===== config.mk =====
export PLATFORM = sky130hd
export DESIGN_NAME = datapath_sequencer_flat
export DESIGN_NICKNAME = d
export VERILOG_FILES = /design/src/rtl/datapath_sequencer_if.sv /design/src/rtl/datapath_sequencer.sv /design/src/flat_wrapper.sv
export SDC_FILE = /design/constraint.sdc
export NUM_CORES = 1
export LEC_CHECK = 0
export ABC_AREA = 1
export BUFFER_PORTS_ARGS = -buffer_cell sky130_fd_sc_hd__buf_2
export CAP_MARGIN = 20
export CELL_PAD_IN_SITES_DETAIL_PLACEMENT = 1
export CELL_PAD_IN_SITES_GLOBAL_PLACEMENT = 1
export CORE_MARGIN = 2
export CORE_UTILIZATION = 33
export DETAILED_ROUTE_END_ITERATION = 12
export PLACE_DENSITY_LB_ADDON = 0.2
export SYNTH_ARGS = -nofsm -noshare
export SYNTH_HDL_FRONTEND = slang
export SYNTH_SLANG_ARGS = --single-unit

===== constraint.sdc =====
create_clock -name clk -period 2 [get_ports clk]
set_clock_uncertainty 0.2 [all_clocks]
set_input_delay 0.2 -clock clk [delete_from_list [all_inputs] [get_ports clk]]
set_output_delay 0.2 -clock clk [all_outputs]
set_load 0.05 [all_outputs]

===== src/rtl/datapath_sequencer_if.sv =====
// Memory command/address bus between datapath_sequencer (master) and its memory (slave).
interface datapath_sequencer_if;
    logic [1:0]  mem_cmd;
    logic [8:0]  mem_addr;
    logic [15:0] mdata;
    logic        mem_ready;

    modport master (output mem_cmd, output mem_addr, input mdata, input mem_ready);
    modport slave  (input mem_cmd, input mem_addr, output mdata, output mem_ready);
endinterface


===== src/rtl/datapath_sequencer.sv =====
// Multicycle fetch/decode/execute controller for the 16-bit register-file/ALU datapath.
// Conditional branches (opcode 001) are compiled in only when BRANCH_EN is defined.
module datapath_sequencer #(
    parameter logic [8:0] RESET_PC = 9'd0
) (
    input  logic                 clk,
    input  logic                 reset_n,
    datapath_sequencer_if.master mem,
    input  logic [2:0]           status,
    input  logic [15:0]          datapath_out,
    output logic [3:0]           vsel,
    output logic [2:0]           writenum,
    output logic [2:0]           readnum,
    output logic                 write,
    output logic                 loada,
    output logic                 loadb,
    output logic                 loadc,
    output logic [1:0]           shift,
    output logic                 asel,
    output logic                 bsel,
    output logic [1:0]           ALUop,
    output logic [15:0]          sximm5,
    output logic [15:0]          sximm8,
    output logic [8:0]           PC,
    output logic                 halted
);
    localparam logic [1:0] CmdNone  = 2'b00;
    localparam logic [1:0] CmdRead  = 2'b01;
    localparam logic [1:0] CmdWrite = 2'b10;

    typedef enum logic [4:0] {
        StRst, StIf1, StIf2, StUpdatePc, StDecode, StGetA, StGetB, StAlu, StWriteRd,
        StWriteImm, StAddr, StLatch, StMemRd, StWriteMem, StPass, StMemWr, StBranch, StHalt
    } state_e;

    state_e      r_state, w_state_d;
    logic [15:0] r_ir, w_ir_d;
    logic [8:0]  r_pc, w_pc_d;
    logic [8:0]  r_daddr, w_daddr_d;

    logic [2:0] w_opcode, w_rn, w_rd, w_rm;
    logic [1:0] w_op, w_sh;
    logic       w_is_str, w_is_mem, w_is_cmp, w_is_mov, w_take;
    logic       w_unused;

    logic [3:0] w_vsel;
    logic [2:0] w_writenum, w_readnum;
    logic       w_write, w_loada, w_loadb, w_loadc, w_asel, w_bsel, w_halted;
    logic [1:0] w_shift, w_aluop, w_mem_cmd;
    logic [8:0] w_mem_addr;

    assign w_opcode = r_ir[15:13];
    assign w_op     = r_ir[12:11];
    assign w_rn     = r_ir[10:8];
    assign w_rd     = r_ir[7:5];
    assign w_sh     = r_ir[4:3];
    assign w_rm     = r_ir[2:0];

    assign w_is_str = (w_opcode == 3'b100);
    assign w_is_mem = (w_opcode == 3'b011) || w_is_str;
    assign w_is_cmp = (w_opcode == 3'b101) && (w_op == 2'b01);
    assign w_is_mov = (w_opcode == 3'b110);

    assign sximm5   = {{11{r_ir[4]}}, r_ir[4:0]};
    assign sximm8   = {{8{r_ir[7]}}, r_ir[7:0]};
    assign PC       = r_pc;
    // Only the low 9 bits of register C form an address.
    assign w_unused = ^datapath_out[15:9];

    // Branch condition on Z=status[0], N=status[1], V=status[2].
    always_comb begin
        case (w_rn)
            3'd0:    w_take = 1'b1;
            3'd1:    w_take = status[0];
            3'd2:    w_take = !status[0];
            3'd3:    w_take = status[1] ^ status[2];
            3'd4:    w_take = (status[1] ^ status[2]) | status[0];
            default: w_take = 1'b0;
        endcase
    end

    always_comb begin
        w_state_d = r_state;
        w_pc_d    = r_pc;
        w_ir_d    = r_ir;
        w_daddr_d = r_daddr;
        case (r_state)
            StRst: begin
                w_pc_d    = RESET_PC;
                w_ir_d    = '0;
                w_daddr_d = '0;
                w_state_d = StIf1;
            end
            StIf1: w_state_d = StIf2;
            StIf2: begin
                if (mem.mem_ready) begin
                    w_ir_d    = mem.mdata;
                    w_state_d = StUpdatePc;
                end
            end
            StUpdatePc: begin
                w_pc_d    = r_pc + 9'd1;
                w_state_d = StDecode;
            end
            StDecode: begin
                w_state_d = StHalt;
                case (w_opcode)
                    3'b110: begin
                        if (w_op == 2'b10)      w_state_d = StWriteImm;
                        else if (w_op == 2'b00) w_state_d = StGetB;
                    end
                    3'b101: w_state_d = (w_op == 2'b11) ? StGetB : StGetA;
                    3'b011, 3'b100: if (w_op == 2'b00) w_state_d = StGetA;
`ifdef BRANCH_EN
                    3'b001: if (w_op == 2'b00 && w_rn <= 3'd4) w_state_d = StBranch;
`endif
                    default: ;
                endcase
            end
            StGetA:     w_state_d = w_is_mem ? StAddr : StGetB;
            StGetB:     w_state_d = w_is_str ? StPass : StAlu;
            StAlu:      w_state_d = w_is_cmp ? StIf1 : StWriteRd;
            StWriteRd:  w_state_d = StIf1;
            StWriteImm: w_state_d = StIf1;
            StAddr:     w_state_d = StLatch;
            StLatch: begin
                w_daddr_d = datapath_out[8:0];
                w_state_d = w_is_str ? StGetB : StMemRd;
            end
            StMemRd:    if (mem.mem_ready) w_state_d = StWriteMem;
            StWriteMem: w_state_d = StIf1;
            StPass:     w_state_d = StMemWr;
            StMemWr:    if (mem.mem_ready) w_state_d = StIf1;
            StBranch: begin
                // PC already points past the branch word.
                if (w_take) w_pc_d = r_pc + sximm8[8:0];
                w_state_d = StIf1;
            end
            StHalt:     w_state_d = StHalt;
            default:    w_state_d = StHalt;
        endcase
    end

    // Outputs are decoded from the next state so that they register alongside it.
    always_comb begin
        w_vsel     = 4'b0000;
        w_writenum = 3'd0;
        w_readnum  = 3'd0;
        w_write    = 1'b0;
        w_loada    = 1'b0;
        w_loadb    = 1'b0;
        w_loadc    = 1'b0;
        w_shift    = 2'b00;
        w_asel     = 1'b0;
        w_bsel     = 1'b0;
        w_aluop    = 2'b00;
        w_mem_cmd  = CmdNone;
        w_mem_addr = w_pc_d;
        w_halted   = 1'b0;
        case (w_state_d)
            StIf1, StIf2: w_mem_cmd = CmdRead;
            StGetA: begin
                w_readnum = w_rn;
                w_loada   = 1'b1;
            end
            StGetB: begin
                w_readnum = w_is_str ? w_rd : w_rm;
                w_loadb   = 1'b1;
            end
            StAlu: begin
                w_loadc = !w_is_cmp;
                w_shift = w_sh;
                w_asel  = w_is_mov;
                w_aluop = w_is_mov ? 2'b00 : w_op;
            end
            StWriteRd: begin
                w_vsel     = 4'b0001;
                w_writenum = w_rd;
                w_write    = 1'b1;
            end
            StWriteImm: begin
                w_vsel     = 4'b0100;
                w_writenum = w_rn;
                w_write    = 1'b1;
            end
            StAddr: begin
                w_bsel  = 1'b1;
                w_loadc = 1'b1;
            end
            StMemRd: begin
                w_mem_cmd  = CmdRead;
                w_mem_addr = w_daddr_d;
            end
            StWriteMem: begin
                w_mem_cmd  = CmdRead;
                w_mem_addr = w_daddr_d;
                w_vsel     = 4'b1000;
                w_writenum = w_rd;
                w_write    = 1'b1;
            end
            StPass: begin
                w_asel  = 1'b1;
                w_loadc = 1'b1;
            end
            StMemWr: begin
                w_mem_cmd  = CmdWrite;
                w_mem_addr = w_daddr_d;
            end
            StHalt:  w_halted = 1'b1;
            default: ;
        endcase
    end

    always_ff @(posedge clk) begin
        if (!reset_n) begin
            r_state      <= StRst;
            r_pc         <= RESET_PC;
            r_ir         <= '0;
            r_daddr      <= '0;
            vsel         <= 4'b0000;
            writenum     <= 3'd0;
            readnum      <= 3'd0;
            write        <= 1'b0;
            loada        <= 1'b0;
            loadb        <= 1'b0;
            loadc        <= 1'b0;
            shift        <= 2'b00;
            asel         <= 1'b0;
            bsel         <= 1'b0;
            ALUop        <= 2'b00;
            mem.mem_cmd  <= CmdNone;
            mem.mem_addr <= RESET_PC;
            halted       <= 1'b0;
        end else begin
            r_state      <= w_state_d;
            r_pc         <= w_pc_d;
            r_ir         <= w_ir_d;
            r_daddr      <= w_daddr_d;
            vsel         <= w_vsel;
            writenum     <= w_writenum;
            readnum      <= w_readnum;
            write        <= w_write;
            loada        <= w_loada;
            loadb        <= w_loadb;
            loadc        <= w_loadc;
            shift        <= w_shift;
            asel         <= w_asel;
            bsel         <= w_bsel;
            ALUop        <= w_aluop;
            mem.mem_cmd  <= w_mem_cmd;
            mem.mem_addr <= w_mem_addr;
            halted       <= w_halted;
        end
    end
endmodule


===== src/flat_wrapper.sv =====
// flat-port wrapper written by rule: the top's interface ports become plain ports
module datapath_sequencer_flat 
#(
    parameter logic [8:0] RESET_PC = 9'd0
)
  (clk, reset_n, status, datapath_out, vsel, writenum, readnum, write, loada, loadb, loadc, shift, asel, bsel, ALUop, sximm5, sximm8, PC, halted, mem_mem_cmd, mem_mem_addr, mem_mdata, mem_mem_ready);
  datapath_sequencer_if mem_i ();
  input  logic clk;
  input  logic reset_n;
  input  logic [2:0] status;
  input  logic [15:0] datapath_out;
  output logic [3:0] vsel;
  output logic [2:0] writenum;
  output logic [2:0] readnum;
  output logic write;
  output logic loada;
  output logic loadb;
  output logic loadc;
  output logic [1:0] shift;
  output logic asel;
  output logic bsel;
  output logic [1:0] ALUop;
  output logic [15:0] sximm5;
  output logic [15:0] sximm8;
  output logic [8:0] PC;
  output logic halted;
  output wire logic [$bits(mem_i.mem_cmd)-1:0] mem_mem_cmd;
  output wire logic [$bits(mem_i.mem_addr)-1:0] mem_mem_addr;
  input wire logic [$bits(mem_i.mdata)-1:0] mem_mdata;
  input wire logic [$bits(mem_i.mem_ready)-1:0] mem_mem_ready;
  assign mem_mem_cmd = mem_i.mem_cmd;
  assign mem_mem_addr = mem_i.mem_addr;
  assign mem_i.mdata = mem_mdata;
  assign mem_i.mem_ready = mem_mem_ready;
  datapath_sequencer #(.RESET_PC(RESET_PC)) u_core (.clk(clk), .reset_n(reset_n), .mem(mem_i), .status(status), .datapath_out(datapath_out), .vsel(vsel), .writenum(writenum), .readnum(readnum), .write(write), .loada(loada), .loadb(loadb), .loadc(loadc), .shift(shift), .asel(asel), .bsel(bsel), .ALUop(ALUop), .sximm5(sximm5), .sximm8(sximm8), .PC(PC), .halted(halted));
endmodule

==> impl_metrics.toml <==
[clock_tree]
clk_pin_slew_ns = 0.07
cts_root_buffer = "clkbuf_16"
cts_buffers = 9
clock_latency_ns = 0.34
cts_max_path_buffers = 2
cts.htree.levels = 3
clock-sinks = 70
cts_tree = "done"

[sta]
fin_ws_ns = -0.05158
slew_viol_final = 0
rsz0062_at_grt = "yes"
timing.final.hold_violations = 2
fin_hold_ws_ns = -0.005362
timing.setup.tns_ns = -0.1193
max_freq_mhz = 487.4
period_minus_slack_ns = 2.052
finalCritPeriodShare_pct = 102.6
finalSetupViolations = 7

[global_routing]
grt_pass1_wl_mm = 22.78
grt_use_met2_pct = 39.80
grtUsageMet3_pct = 4.076
grt_pass1_vias = 4636
grt.met1_usage_pct = 27.00
antenna_found_initial = 0
grt.total_usage_pct = 22.36
grt_most_used_layer = "met2"
grt_max_degree = 31
grt-ovfl-total = 0

[placement]
gp_congestion = 0.8319
port_buffers = 102
place_hpwl_mm = 10.63

[yosys]
postSynthAreaPerCell_sq_um = 6.608
synth_ff_type = "dfxtp_1"
ys_ff_latch = 70
ys_warn_count = 0
syn_inst = 612
syn_nets = 660
ys_seq_area_share_pct = 34.65
synthesis.area_sq_um = 4044
synth-edff-count = 0
synthArstFlopShare_pct = 0
synth.distinct_cells = 35

[die]
pin_count = 111
start_util_pct = 33.67
die_w_um = 114.7
die_area_sq_um = 13160
coreArea_sq_um = 12010
row_count = 40
chipHeight_um = 114.7

[pwr]
leakagePower_nw = 3.069
cellPowerDensity_nw_per_um2 = 1092
ir_drop_mv = 0.3720

[drt]
dr.first_iter.drc_count = 173
dr.pass1.iters = 4
wirelength_mm = 15.03
wl_per_cell_um = 16.15
via_per_inst = 4.893
vias = 4555
postRouteAntennaNets = 0
drcViolationCount = 0

[setup_path]
cp_max_fo = 6
arrival_ns = 2.09
slowest_stage = "dfxtp_4"
path_cells = "buf_4 -> ha_1 -> nand3_2 -> inv_1 -> nand4_1 -> nor2_1 -> or2_2 -> nand3_2 -> nand3_2 -> nor2_2 -> nor2_1"
crit_type = "register to register"
crit_required_ns = 2.03
cp_slowest_stage_delay_ns = 0.35
worstSetupStartpointType = "register"
cp_common_cell = "nand3_2"
worst_setup_path_end_kind = "register"
critPathTopFamily = "simple AND/OR/NAND/NOR gates"
crit_buf_inv = 2

[final_layout]
final_cell_mix = "nand2_1, buf_2, inv_1"
antennaDiodeCount = 0
utilization_pct = 50.36
syn2layout_area_growth_pct = 49.60
drive_above_1_share_pct = 42.09
final_common_cell = "nand2_1"
final_nets = 827

[hold_path]
hold_class = "input port to register"

[run]
max_cap_violations = 0

[status]
outcome = "finished, violations left"
violations = "negative hold slack, negative setup slack"
[what timing repair did]
action,in CTS,in global routing
gates resized for setup,45,82
gates cloned,0,1
setup buffers,3,7
endpoints found under the hold margin,17,0
endpoints found under the setup margin,20,29
pin swaps,16,31
hold buffers,17,0
[cell families after synthesis]
group,share of synthesized area (%)
buffers and inverters,16.46
AND/OR/NAND/NOR,33.17
adder cells (fa/ha/maj),3.280
flip-flops,34.65
XOR/XNOR,0.6499
other,0.09273
AO/OA/AOI/OAI,11.70
[worst min-delay path, cell delays in order]
cell     delay, ns
buf_2         0.08
nand2_1       0.04
nand2_1       0.05
inv_1         0.05
nor2_1        0.07
[layer usage]
metal	up-vias	wire length (um)
met4	0	286
li1	2245	-
met5	-	0
met3	25	558
met2	105	7618
met1	2180	6568
[sequential cells by signal, indices dropped and copies added (netlist names), 2 cells and up]
| register | flops |
|---|---|
| u_core.ALUop | 2 |
| u_core.PC | 9 |
| u_core.mem.mem_addr | 9 |
| u_core.mem.mem_cmd | 2 |
| u_core.r_daddr | 9 |
| u_core.r_ir | 16 |
| u_core.r_state | 5 |
| u_core.readnum | 3 |
| u_core.shift | 2 |
| u_core.vsel | 3 |
| u_core.writenum | 3 |
[per-stage QoR]
step | total power (W) | hold WS, ns | area, sq um | cells | worst slack, ns
floorplan | 0.003844 | 0.1407 | 4073 | 612 | -0.04995
global placement | 0.004506 | 0.2493 | 5027 | 887 | -0.07915
detailed placement | 0.004562 | 0.2590 | 5027 | 887 | -0.1143
CTS | 0.006367 | 0.002294 | 5672 | 923 | -0.04613
global route | 0.006959 | 0.02342 | 6050 | 931 | -0.1740
finish | 0.006605 | -0.005362 | 6050 | 931 | -0.05158
[synthesized netlist by cell type, drive strengths merged (2+ instances only)]
cell type / instances / area, sq um
ha: 9 / 112.6
nor3: 6 / 30.03
xnor2: 2 / 17.52
nand3b: 3 / 26.27
inv: 93 / 349.1
o22ai: 9 / 56.30
nand2: 137 / 531.8
or2: 3 / 18.77
clkbuf: 8 / 30.03
o21ai: 20 / 100.1
nor2: 94 / 392.9
buf: 39 / 282.8
dfxtp: 70 / 1401
a21oi: 33 / 165.2
a31oi: 5 / 31.28
a211oi: 14 / 105.1
nand3: 54 / 297.8
nand4: 7 / 43.79
[worst paths after layout]
kind / cells after the start / startpoint / slack (ns) / endpoint
max: 11 / u_core.PC[0]$_SDFF_PN0_ / -0.05 / u_core.mem.mem_addr[8]$_SDFF_PN0_
min: 5 / datapath_out[7] / -0.005 / u_core.r_daddr[7]$_SDFF_PN0_
max reg2reg: 11 / u_core.PC[0]$_SDFF_PN0_ / -0.05 / u_core.mem.mem_addr[8]$_SDFF_PN0_
min reg2reg: 2 / u_core.r_ir[10]$_SDFFE_PN0P_ / 0.26 / u_core.readnum[2]$_SDFF_PN0_
[power breakdown]
part           internal (W)  leakage, nW  switching, W  total, W
sequential          0.00156        0.577      0.000153   0.00171
clock              0.000968        0.142      0.000674   0.00164
combinational       0.00104         2.35       0.00221   0.00326
[cell type report]
| type | count | area (sq um) |
|---|---|---|
| clock inverters | 7 | 72.57 |
| fillers | 1563 | 5962 |
| flip-flops and latches | 70 | 1439 |
| inverters | 94 | 360.3 |
| clock buffers | 9 | 225.2 |
| multi-input cells | 402 | 2400 |
| repair buffers | 202 | 1369 |
| well taps | 147 | 183.9 |
Note: power is estimated with default switching activity, not from simulation.
